==> src/rtl/lib_mux_fifo_n.sv <==
// lib_mux_fifo_n: NUM_CH valid/ready ingress channels, each with a private
// DEPTH-entry FIFO, merged onto one valid/ready output by a round-robin arbiter.
// The arbiter holds its grant under backpressure and, with PKT_MODE=1, keeps
// a packet contiguous from its first beat until the beat carrying last=1.
module lib_mux_fifo_n #(
    parameter int NUM_CH    = 4,
    parameter int DEPTH     = 4,
    parameter int NUM_BITS  = 32,
    parameter int AFULL_LVL = DEPTH - 1,
    parameter int PKT_MODE  = 0,
    localparam int CHW      = (NUM_CH > 1) ? $clog2(NUM_CH) : 1,
    localparam int LW       = $clog2(DEPTH + 1)
) (
    input  logic                               clk_i,
    input  logic                               rst_i,
    input  logic [NUM_CH-1:0]                  in_val_i,
    input  logic [NUM_CH-1:0][NUM_BITS-1:0]    in_d_i,
    input  logic [NUM_CH-1:0]                  in_last_i,
    output logic [NUM_CH-1:0]                  in_rdy_o,
    output logic                               out_val_o,
    output logic [NUM_BITS-1:0]                out_d_o,
    output logic                               out_last_o,
    output logic [CHW-1:0]                     out_ch_o,
    input  logic                               out_rdy_i,
    output logic [NUM_CH-1:0][LW-1:0]          level_o,
    output logic [NUM_CH-1:0]                  afull_o
);

    logic [NUM_CH-1:0]                 empty;
    logic [NUM_CH-1:0]                 pop;
    logic [NUM_CH-1:0][NUM_BITS-1:0]   head_d;
    logic [NUM_CH-1:0]                 head_last;

    // Arbiter state: priority pointer, backpressure hold, packet lock
    logic [CHW-1:0] p_q, p_d;
    logic           hold_q, hold_d;
    logic [CHW-1:0] hold_ch_q, hold_ch_d;
    logic           lock_q, lock_d;
    logic [CHW-1:0] lock_ch_q, lock_ch_d;

    logic [CHW-1:0] rr_ch;
    logic           rr_found;
    logic [CHW-1:0] gnt;
    logic           hs;

    // Per-channel FIFOs; a channel pops only on a handshake while granted
    for (genvar c = 0; c < NUM_CH; c++) begin : g_ch
        assign pop[c] = hs && (gnt == CHW'(c));

        lib_mux_fifo_n_ch #(
            .DEPTH     (DEPTH),
            .NUM_BITS  (NUM_BITS),
            .AFULL_LVL (AFULL_LVL),
            .LW        (LW)
        ) u_fifo (
            .clk_i       (clk_i),
            .rst_i       (rst_i),
            .push_val_i  (in_val_i[c]),
            .push_d_i    (in_d_i[c]),
            .push_last_i (in_last_i[c]),
            .pop_i       (pop[c]),
            .rdy_o       (in_rdy_o[c]),
            .empty_o     (empty[c]),
            .head_d_o    (head_d[c]),
            .head_last_o (head_last[c]),
            .level_o     (level_o[c]),
            .afull_o     (afull_o[c])
        );
    end

    // Round-robin candidate: first non-empty channel at or after p_q (mod NUM_CH)
    always_comb begin
        int idx;
        idx      = 0;
        rr_ch    = p_q;
        rr_found = 1'b0;
        for (int i = 0; i < NUM_CH; i++) begin
            idx = int'(p_q) + i;
            if (idx >= NUM_CH) idx = idx - NUM_CH;
            if (!rr_found && !empty[idx]) begin
                rr_found = 1'b1;
                rr_ch    = CHW'(idx);
            end
        end
    end

    // Output process: lock beats hold beats the free-running candidate
    always_comb begin
        if (lock_q)      gnt = lock_ch_q;
        else if (hold_q) gnt = hold_ch_q;
        else             gnt = rr_ch;
        out_val_o  = !empty[gnt];
        out_d_o    = head_d[gnt];
        out_last_o = head_last[gnt];
        out_ch_o   = gnt;
        hs         = out_val_o && out_rdy_i;
    end

    // Next-state process for pointer, hold and lock
    always_comb begin
        p_d       = p_q;
        hold_d    = out_val_o && !out_rdy_i;
        hold_ch_d = gnt;
        lock_d    = lock_q;
        lock_ch_d = lock_ch_q;
        if (hs) begin
            p_d = (gnt == CHW'(NUM_CH - 1)) ? '0 : gnt + 1'b1;
            if (PKT_MODE != 0) begin
                lock_d    = !out_last_o;
                lock_ch_d = gnt;
            end
        end
    end

    // State register process
    always_ff @(posedge clk_i) begin
        if (rst_i) begin
            p_q       <= '0;
            hold_q    <= 1'b0;
            hold_ch_q <= '0;
            lock_q    <= 1'b0;
            lock_ch_q <= '0;
        end else begin
            p_q       <= p_d;
            hold_q    <= hold_d;
            hold_ch_q <= hold_ch_d;
            lock_q    <= lock_d;
            lock_ch_q <= lock_ch_d;
        end
    end

endmodule

// One channel's circular buffer with registered occupancy. The head entry is
// read combinationally from storage, so a push is visible one cycle later.
module lib_mux_fifo_n_ch #(
    parameter int DEPTH     = 4,
    parameter int NUM_BITS  = 32,
    parameter int AFULL_LVL = DEPTH - 1,
    parameter int LW        = $clog2(DEPTH + 1)
) (
    input  logic                clk_i,
    input  logic                rst_i,
    input  logic                push_val_i,
    input  logic [NUM_BITS-1:0] push_d_i,
    input  logic                push_last_i,
    input  logic                pop_i,
    output logic                rdy_o,
    output logic                empty_o,
    output logic [NUM_BITS-1:0] head_d_o,
    output logic                head_last_o,
    output logic [LW-1:0]       level_o,
    output logic                afull_o
);

    localparam int PW   = (DEPTH > 1) ? $clog2(DEPTH) : 1;
    localparam int LWP1 = LW + 1;
    localparam logic [LW:0] AF_LVL = LWP1'(AFULL_LVL);

    typedef struct packed {
        logic                last;
        logic [NUM_BITS-1:0] data;
    } beat_t;

    beat_t          mem_q [DEPTH];
    logic [PW-1:0]  rptr_q, rptr_d;
    logic [PW-1:0]  wptr_q, wptr_d;
    logic [LW-1:0]  level_q, level_d;
    logic           push, pop;

    function automatic logic [PW-1:0] ptr_inc(input logic [PW-1:0] v);
        return (v == PW'(DEPTH - 1)) ? '0 : v + 1'b1;
    endfunction

    // Full blocks pushes even when the same cycle pops
    assign rdy_o       = (level_q != LW'(DEPTH));
    assign empty_o     = (level_q == '0);
    assign push        = push_val_i && rdy_o;
    assign pop         = pop_i && !empty_o;
    assign level_o     = level_q;
    assign head_d_o    = mem_q[rptr_q].data;
    assign head_last_o = mem_q[rptr_q].last;

    if (AFULL_LVL <= 0) begin : g_af_const
        assign afull_o = 1'b1;
    end else begin : g_af_cmp
        assign afull_o = ({1'b0, level_q} >= AF_LVL);
    end

    // Pointer and occupancy next state
    always_comb begin
        rptr_d  = pop  ? ptr_inc(rptr_q) : rptr_q;
        wptr_d  = push ? ptr_inc(wptr_q) : wptr_q;
        level_d = level_q;
        case ({push, pop})
            2'b10:   level_d = level_q + 1'b1;
            2'b01:   level_d = level_q - 1'b1;
            default: level_d = level_q;
        endcase
    end

    // Pointer and occupancy registers
    always_ff @(posedge clk_i) begin
        if (rst_i) begin
            rptr_q  <= '0;
            wptr_q  <= '0;
            level_q <= '0;
        end else begin
            rptr_q  <= rptr_d;
            wptr_q  <= wptr_d;
            level_q <= level_d;
        end
    end

    // Payload storage; contents are meaningless while level is zero
    always_ff @(posedge clk_i) begin
        if (push) mem_q[wptr_q] <= '{last: push_last_i, data: push_d_i};
    end

endmodule

==> config.mk <==
export PLATFORM = sky130hd
export DESIGN_NAME = lib_mux_fifo_n
export DESIGN_NICKNAME = d
export VERILOG_FILES = /design/src/rtl/lib_mux_fifo_n.sv
export SDC_FILE = /design/constraint.sdc
export NUM_CORES = 1
export LEC_CHECK = 0
export ABC_CLOCK_PERIOD_IN_PS = 5500
export BUFFER_PORTS_ARGS = -buffer_cell sky130_fd_sc_hd__buf_2
export CORE_ASPECT_RATIO = 0.75
export CORE_MARGIN = 3
export CORE_UTILIZATION = 45
export CTS_BUF_LIST = sky130_fd_sc_hd__clkbuf_4
export DETAILED_ROUTE_END_ITERATION = 12
export PLACE_DENSITY = 0.69
export SETUP_SLACK_MARGIN = 0.15
export SKIP_LAST_GASP = 1
export SYNTH_ARGS = -nofsm -noshare
export SYNTH_HDL_FRONTEND = slang
export SYNTH_SLANG_ARGS = --single-unit
==> constraint.sdc <==
create_clock -name clk_i -period 5.5 [get_ports clk_i]
set_clock_uncertainty 0.05 [all_clocks]
set_input_delay 0.825 -clock clk_i [delete_from_list [all_inputs] [get_ports clk_i]]
set_output_delay 0.825 -clock clk_i [all_outputs]
set_load 0.01 [all_outputs]
After elaboration in Yosys (flattened, before gate mapping):

Memories as Yosys holds them, arrays and structs flattened. A register that Yosys moved wholly into a read port is not among the register bits.
Index checks and enable logic that the tools add are counted.

* register bits after elaboration: 33
* bits in writable memories: 528
* input port bits: 139
* output and inout bits: 56
* logic and storage cells: 175
* memories: 4

Memory list
* g_ch[0].u_fifo.mem_q: words 4, width 33, read ports 1, clocked after Yosys merged registers in 1, wr ports 1, RTL line 165 `beat_t mem_q [DEPTH];`
* g_ch[1].u_fifo.mem_q: words 4, width 33, read ports 1, clocked after Yosys merged registers in 1, wr ports 1, RTL line 165
* g_ch[2].u_fifo.mem_q: words 4, width 33, read ports 1, clocked after Yosys merged registers in 1, wr ports 1, RTL line 165
* g_ch[3].u_fifo.mem_q: words 4, width 33, read ports 1, clocked after Yosys merged registers in 1, wr ports 1, RTL line 165

* $add $sub $neg: 24
* $lt $le $gt $ge: 13
* eq/ne operators: 23
* mux-type cells: 59
* reduce and logical (&&, ||, !) cells: 37

Operators with widths (count)
* 32-bit 2-to-1 mux: 5
* 32-bit by 4-bit less-than comparator with 1-bit output, second input constant: 4
* 32-bit binary-select mux with 2-bit select: 1
* 2-bit 2-to-1 mux: 22
* 2-bit equality test, second input constant: 14
* 3-bit case mux with 2 select lines: 4
* 1-bit 2-to-1 mux: 21
* 2-bit by 1-bit adder with 2-bit output, second input constant: 9
* 1-bit logical AND: 17
* 3-bit by 1-bit adder with 3-bit output, second input constant: 4
* 1-bit binary-select mux with 2-bit select: 6
* 3-bit by 2-bit >= comparator with 1-bit output, second input constant: 4
* 3-bit zero test: 4
* 3-bit inequality test, second input constant: 4
* 3-bit by 1-bit subtractor with 3-bit output, second input constant: 4
* 3-bit by 3-bit subtractor with 4-bit output, second input constant: 3
* 1-bit zero test: 11
* 2-bit by 1-bit equality test with 1-bit output, second input constant: 5
* 3-bit >= comparator, second input constant: 3
* 2-bit nonzero test: 4
* 2-bit by 2-bit adder with 3-bit output, second input constant: 2
* 2-bit by 3-bit subtractor with 4-bit output, second input constant: 1
* 2-bit by 1-bit adder with 3-bit output, second input constant: 1
* 2-bit by 3-bit >= comparator with 1-bit output, second input constant: 1
* other kinds (2): 2

Depth between registers and ports, before layout:

* depth after elaboration: 24
* mapped depth: 17
* gate-level depth less buffers: 14

By module:

Synthesis repeated with hierarchy kept, for this count alone.

* cells, all modules: 1115
* area total of the unflattened synthesis: 22549.1 um2

Modules (own cells, without submodules)
* lib_mux_fifo_n_ch: instances 4, cells an instance 226, area each 5257.5 um2, seq. area each 4144.0 um2
* lib_mux_fifo_n: instances 1, cells an instance 211, area each 1519.0 um2, seq. area each 100.1 um2

Least setup slack after synthesis:

OpenSTA, ideal clock, no wires.

* kind: register to register
* start point: reg g_ch[0].u_fifo.level_q[2]
* end point: reg g_ch[3].u_fifo.level_q[2]
* setup time: 71 ps
* arrival time: 3409 ps
* data required time: 5379 ps
* slack: 1971 ps
* stages on the path, launching flop included: 17
* buffers on the path: 2
* clock period less this slack: 3529 ps
* cell sequence: dfxtp_1 -> nor3_1 -> o31ai_1 -> a21o_1 -> o31a_4 -> buf_6 -> buf_2 -> inv_1 -> ha_1 -> nand3_1 -> a21oi_2 -> ha_1 -> inv_1 -> fa_1 -> xor2_1 -> or3_1 -> a21oi_1

* longest elaborated chain between the ends: 22
* elaborated cells between the ends (all ways): 40
* those cells by class: eq/ne: 3; mux: 23; reduce/logical: 14

RTL lines
* start: declaration: RTL line 168 `logic [LW-1:0] level_q, level_d;`
* start signal: assignment: RTL line 211 `level_q <= level_d;`
* 3-bit zero test (*): RTL line 177 `assign empty_o = (level_q == '0);`
* 1-bit binary-select mux with 2-bit select: RTL line 80 `if (!rr_found && !empty[idx]) begin`
* 1-bit 2-to-1 mux (not written as such) (2 in a row): RTL line 80
* 1-bit zero test: RTL line 80
* 1-bit logical AND: RTL line 80
* 1-bit 2-to-1 mux: RTL line 80
* 1-bit zero test: RTL line 80
* 1-bit logical AND: RTL line 80
* [6 not listed]
* 1-bit 2-to-1 mux (not written as such): RTL line 92 `out_val_o = !empty[gnt];`
* 1-bit zero test: RTL line 92
* 1-bit logical AND: RTL line 96 `hs = out_val_o && out_rdy_i;`
* 1-bit logical AND (*): RTL line 48 `assign pop[c] = hs && (gnt == CHW'(c));`
* 1-bit logical AND (*): RTL line 179 `assign pop = pop_i && !empty_o;`
* via g_ch[3].u_fifo.pop: RTL line 169 `logic push, pop;`
* 2-bit by 1-bit equality test with 1-bit output or 2-bit equality test (tied branches): RTL line 195 `case ({push, pop})`
* 3-bit case mux with 2 select lines or 2-bit nonzero test (tied branches)
* end signal: assignment: RTL line 211
* end: declaration: RTL line 168

The timed path passes the listed nets; every way through them passes the cells marked *. The select of a mux whose other input is x is not followed.
A chain may end at the register's enable or synchronous reset.

Worst setup path after layout:

* start point: reg g_ch[0].u_fifo.level_q[0]
* end point: out out_d_o[4]

* longest elaborated chain between the ends: 16
* elaborated cells between the ends (all ways): 31
* those cells by class: mux: 22; reduce/logical: 9

RTL lines
* 3-bit zero test (*): RTL line 177
* 1-bit binary-select mux with 2-bit select: RTL line 80
* 1-bit 2-to-1 mux (not written as such) (2 in a row): RTL line 80
* 1-bit zero test: RTL line 80
* 1-bit logical AND: RTL line 80
* 1-bit 2-to-1 mux: RTL line 80
* 1-bit zero test: RTL line 80
* 1-bit logical AND: RTL line 80
* 1-bit 2-to-1 mux: RTL line 80
* 1-bit zero test: RTL line 80
* 1-bit logical AND: RTL line 80
* 2-bit 2-to-1 mux (*): RTL line 80
* 2-bit 2-to-1 mux (*): RTL line 90 `else if (hold_q) gnt = hold_ch_q;`
* 32-bit binary-select mux with 2-bit select (*): RTL line 93 `out_d_o = head_d[gnt];`
* 32-bit 2-to-1 mux (not written as such) (*): RTL line 93
* end: declaration: RTL line 21 `output logic [NUM_BITS-1:0] out_d_o,`

Mark *: on every way between the ends. The rest lies on a longest branch, timed or not. The select of a mux whose other input is x is not followed.

==> out/qor.txt <==
FLOORPLAN
-----------------------------------------------------------------------------------------
Die footprint                                                                 52500 sq um
Die Width                                                                          263 um
DIE HEIGHT                                                                         199 um
Count of pins on the block boundary                                                   195
Effective utilization at floorplan                                                  45.7%
Standard cell core area                                                       49000 sq um
Num rows                                                                               70

YOSYS
-----------------------------------------------------------------------------------------
Synth Flop Type                                                              sky130_fd_sc_hd__edfxtp_1
Proportion of register bits with asynchronous set or reset after synthesis             0%
Number of warnings reported in the yosys synthesis log                                  0
Post-synthesis cell area                                                      22400 sq um
Number of flops mapped to enable cells by yosys                                       528
Synth Register Bits                                                                   569
Post-synthesis net count                                                             1272
Average cell area after synthesis                                              20.3 sq um
Cells after Synth                                                                    1103
Sequential fraction of the synthesis area                                           74.5%
Number of distinct standard cells referenced by the synthesized netlist                44

WORST SETUP PATH
-----------------------------------------------------------------------------------------
Worst Setup Start Kind                                                           register
Worst reg2reg setup slack                                                         1.35 ns
Sort of element at the end of the critical path                               output port
Maximum net fanout on the critical path                                                41
Required time of the worst setup path                                             4.62 ns
Arr. time, crit path                                                              4.01 ns
FF-to-FF path depth                                                                    13
Startpoint-to-endpoint class of the critical path                              reg -> out

OUTCOME
-----------------------------------------------------------------------------------------
Outcome                                                                      finished, final reports clean

CLOCK NETWORK
-----------------------------------------------------------------------------------------
Bufs on Longest Clock Path                                                              3
CTS tree                                                                             done
Clock-pin slew on the worst setup and hold paths                                  0.08 ns
Count of H-tree levels built during CTS                                                 4
Number of buffers added by the clock tree synthesis step                              140
Clock latency on the worst-skew pair                                              0.84 ns
Clock tree root driver cell                                                  sky130_fd_sc_hd__clkbuf_4
Number of clock sinks seen by CTS                                                     569

ROUTING
-----------------------------------------------------------------------------------------
Wirelength per Cell                                                               23.1 um
Post-route DRC violation count                                                          0
Detailed Route WL                                                                49500 um
First-iteration detailed-routing DRC count                                           1038
Number of vias after detailed routing                                               11596
Pre-antenna DRT Iters                                                                   5
Routed vias/inst                                                                     5.41
Number of nets still failing antenna checks after routing                               0

RUN
-----------------------------------------------------------------------------------------
# Max-Cap Violations                                                                    0

STA
-----------------------------------------------------------------------------------------
Unrepaired setup endpoints after global routing                                     false
Final Setup Violations                                                                  0
Measured slew at the worst slew-check pin                                        0.994 ns
Max frequency                                                                     205 MHz
Worst Slack Setup Final                                                          0.612 ns
Final-report max-slew violation count                                                   0
Number of hold-slack violations in the final timing report                              0
Share of the clock period used by the worst path                                    88.9%
Post-route minimum period                                                         4.89 ns
Aggregate negative setup slack                                                       0 ns
Worst max-slew margin expressed relative to the limit                               33.7%

GRT
-----------------------------------------------------------------------------------------
Pin count of the biggest net entering global routing                                   45
Total gr overflow                                                                       0
Vias in the first global route                                                      11959
Total Routing Usage GR                                                              19.1%
Initial antenna violation count                                                        12
Wire length of the first global-routing pass                                     74100 um

POWER
-----------------------------------------------------------------------------------------
Share of total power in sequential cells                                            41.0%
Fraction of power spent switching nets                                              33.9%
Part of the total power dissipated in combinational logic                           32.1%
P_int                                                                             8.49 mW
Peak ir drop on the vdd network                                                  0.670 mV
Fraction of power consumed by the clock network                                     26.9%
Leak pwr                                                                          8.84 nW
Sw Pwr                                                                            4.36 mW
Total power                                                                       12.8 mW
Total power divided by cell area                                              498 nW/um^2

PLACED DESIGN
-----------------------------------------------------------------------------------------
Placed Instances                                                                     1904
Worst-case setup slack after placement                                            1.01 ns
Count of input and output buffers                                                     194
Final RePlAce weighted congestion                                                   0.832
Half-perimeter wire length of the detailed placement result                      32500 um

FINISH
-----------------------------------------------------------------------------------------
Top library cells by usage in the layout, fill and taps aside                528 x sky130_fd_sc_hd__edfxtp_1, 209 x sky130_fd_sc_hd__clkbuf_4, 194 x sky130_fd_sc_hd__buf_2
Synthesis-to-layout area growth                                                     15.3%
Commonest non-fill, non-tap cell in the layout                               sky130_fd_sc_hd__edfxtp_1
Count of non-filler cells in the finished layout                                     2143
Net count reported at finish                                                         1567
Fraction of final layout cells sized beyond drive strength 1                        39.7%
Count of fill cells added during filler insertion                                    3899

MIN PATH
-----------------------------------------------------------------------------------------
Hold WC Path Type                                                               in -> reg
Cells on Worst Hold Path                                                                1

-- logic make-up (layout without fill, tap and decap cells) --
group	Yosys count	count (layout)	share of synthesized area [%]
DFF	569	569	74.5
adders and majority gates	30	30	1.81
xor gates and xnor gates	8	8	0.313
buffers and inverters	89	476	1.75
and+or+nand+nor	124	124	3.06
AOI/OAI and AO/OA	105	105	3.13
other	0	5	0
muxes	178	178	15.4
-- Yosys cell counts, drive strengths merged, types with 2 or more instances --
cell	count	share of area, %
nor2b	7	0.20
edfxtp	528	71
nand3	7	0.16
nand2	10	0.17
o21ai	4	0.089
fa	4	0.36
mux2	7	0.35
inv	24	0.40
mux4	132	13
and2	33	0.92
dfxtp	41	3.7
a211oi	35	1.2
xor2	8	0.31
o211ai	2	0.089
nor2	23	0.39
nand2b	6	0.17
and3	16	0.45
clkbuf	43	0.72
a21o	6	0.20
or3	9	0.25
o221ai	3	0.15
mux2i	39	1.7
nor3	10	0.22
ha	26	1.5
buf	21	0.61
a21oi	49	1.2
-- cell type report --
type / instances / area (sq um) / share of cell area, %
diodes: 5 / 12.5 / 0.0485
clock buffers: 209 / 1570 / 6.08
clock inverters: 25 / 174 / 0.674
inverters: 25 / 96.3 / 0.373
multi-input cells: 445 / 5310 / 20.6
flip-flops and latches: 569 / 16700 / 64.7
well taps: 648 / 811 / 3.14
repair buffers: 217 / 1140 / 4.43
-- power groups by stage --
stage / clock [mW] / sequential (mW) / combinational (mW)
final: 3.46 / 5.27 / 4.12
after global routing: 3.81 / 5.31 / 4.45
after CTS: 3.58 / 5.28 / 4.12
after detailed placement: 0 / 5.37 / 4.10
after global placement: 0 / 5.35 / 4.04
after floorplan: 0 / 5.24 / 2.69
-- registers in the layout, summed over array words and instances (netlist names), named ones only --
name / cells
hold_q: 1
hold_ch_q: 2
g_ch.u_fifo.mem_q: 528
g_ch.u_fifo.wptr_q: 8
g_ch.u_fifo.level_o: 12
g_ch.u_fifo.rptr_q: 8
p_q: 2
-- final timing paths --
check,start,endpoint
hold / removal,in_d_i[41],g_ch[1].u_fifo.mem_q[0][9]$_DFFE_PP_
setup reg to reg,g_ch[3].u_fifo.level_o[0]$_SDFFE_PP0P_,g_ch[3].u_fifo.level_o[2]$_SDFFE_PP0P_
hold reg to reg,g_ch[0].u_fifo.rptr_q[0]$_SDFFE_PP0N_,g_ch[0].u_fifo.rptr_q[0]$_SDFFE_PP0N_
setup / recovery,g_ch[0].u_fifo.level_o[0]$_SDFFE_PP0P_,out_d_o[4]
-- what timing repair did --
action	4_1_cts	5_1_grt
setup buffers	0	0
hold endpoints to repair	0	0
hold buffers	0	0
cloned	0	0
gates resized for setup	1	1
setup endpoints to repair	6	2
-- layer usage --
layer	vias up	wire length (um)	share of wire, %	GRT usage [%]
li1	5188	-	-	-
met1	5897	20900	42	26.5
met2	432	23600	48	29.7
met3	63	4330	8.7	6.30
met4	16	482	0.97	4.71
met5	-	110	0.22	0
-- critical path, cell delays in order, from the launching register on --
cell and delay (ns):
sky130_fd_sc_hd__dfxtp_1 0.37, sky130_fd_sc_hd__nor3_2 0.39, sky130_fd_sc_hd__o31ai_1 0.13, sky130_fd_sc_hd__a21o_1 0.23
sky130_fd_sc_hd__o31a_4 0.37, sky130_fd_sc_hd__inv_4 0.39, sky130_fd_sc_hd__buf_4 0.47, sky130_fd_sc_hd__mux2i_1 0.15
sky130_fd_sc_hd__a21oi_1 0.42, sky130_fd_sc_hd__buf_2 0.22
-- per-stage QoR --
| step | area [sq um] | utilization [%] | hold WS (ns) |
|---|---|---|---|
| 4_1_cts | 25800 | 52.7 | 0.0460 |
| 3_3_place_gp | 24000 | 49.1 | 0.424 |
| 2_1_floorplan | 22400 | - | 0.413 |
| 3_5_place_dp | 24000 | 49.1 | 0.436 |
| 6_report | 25800 | 52.7 | 0.147 |
| 5_1_grt | 25800 | 52.7 | 0.0443 |
No activity file was read; power rests on OpenSTA's default activity.
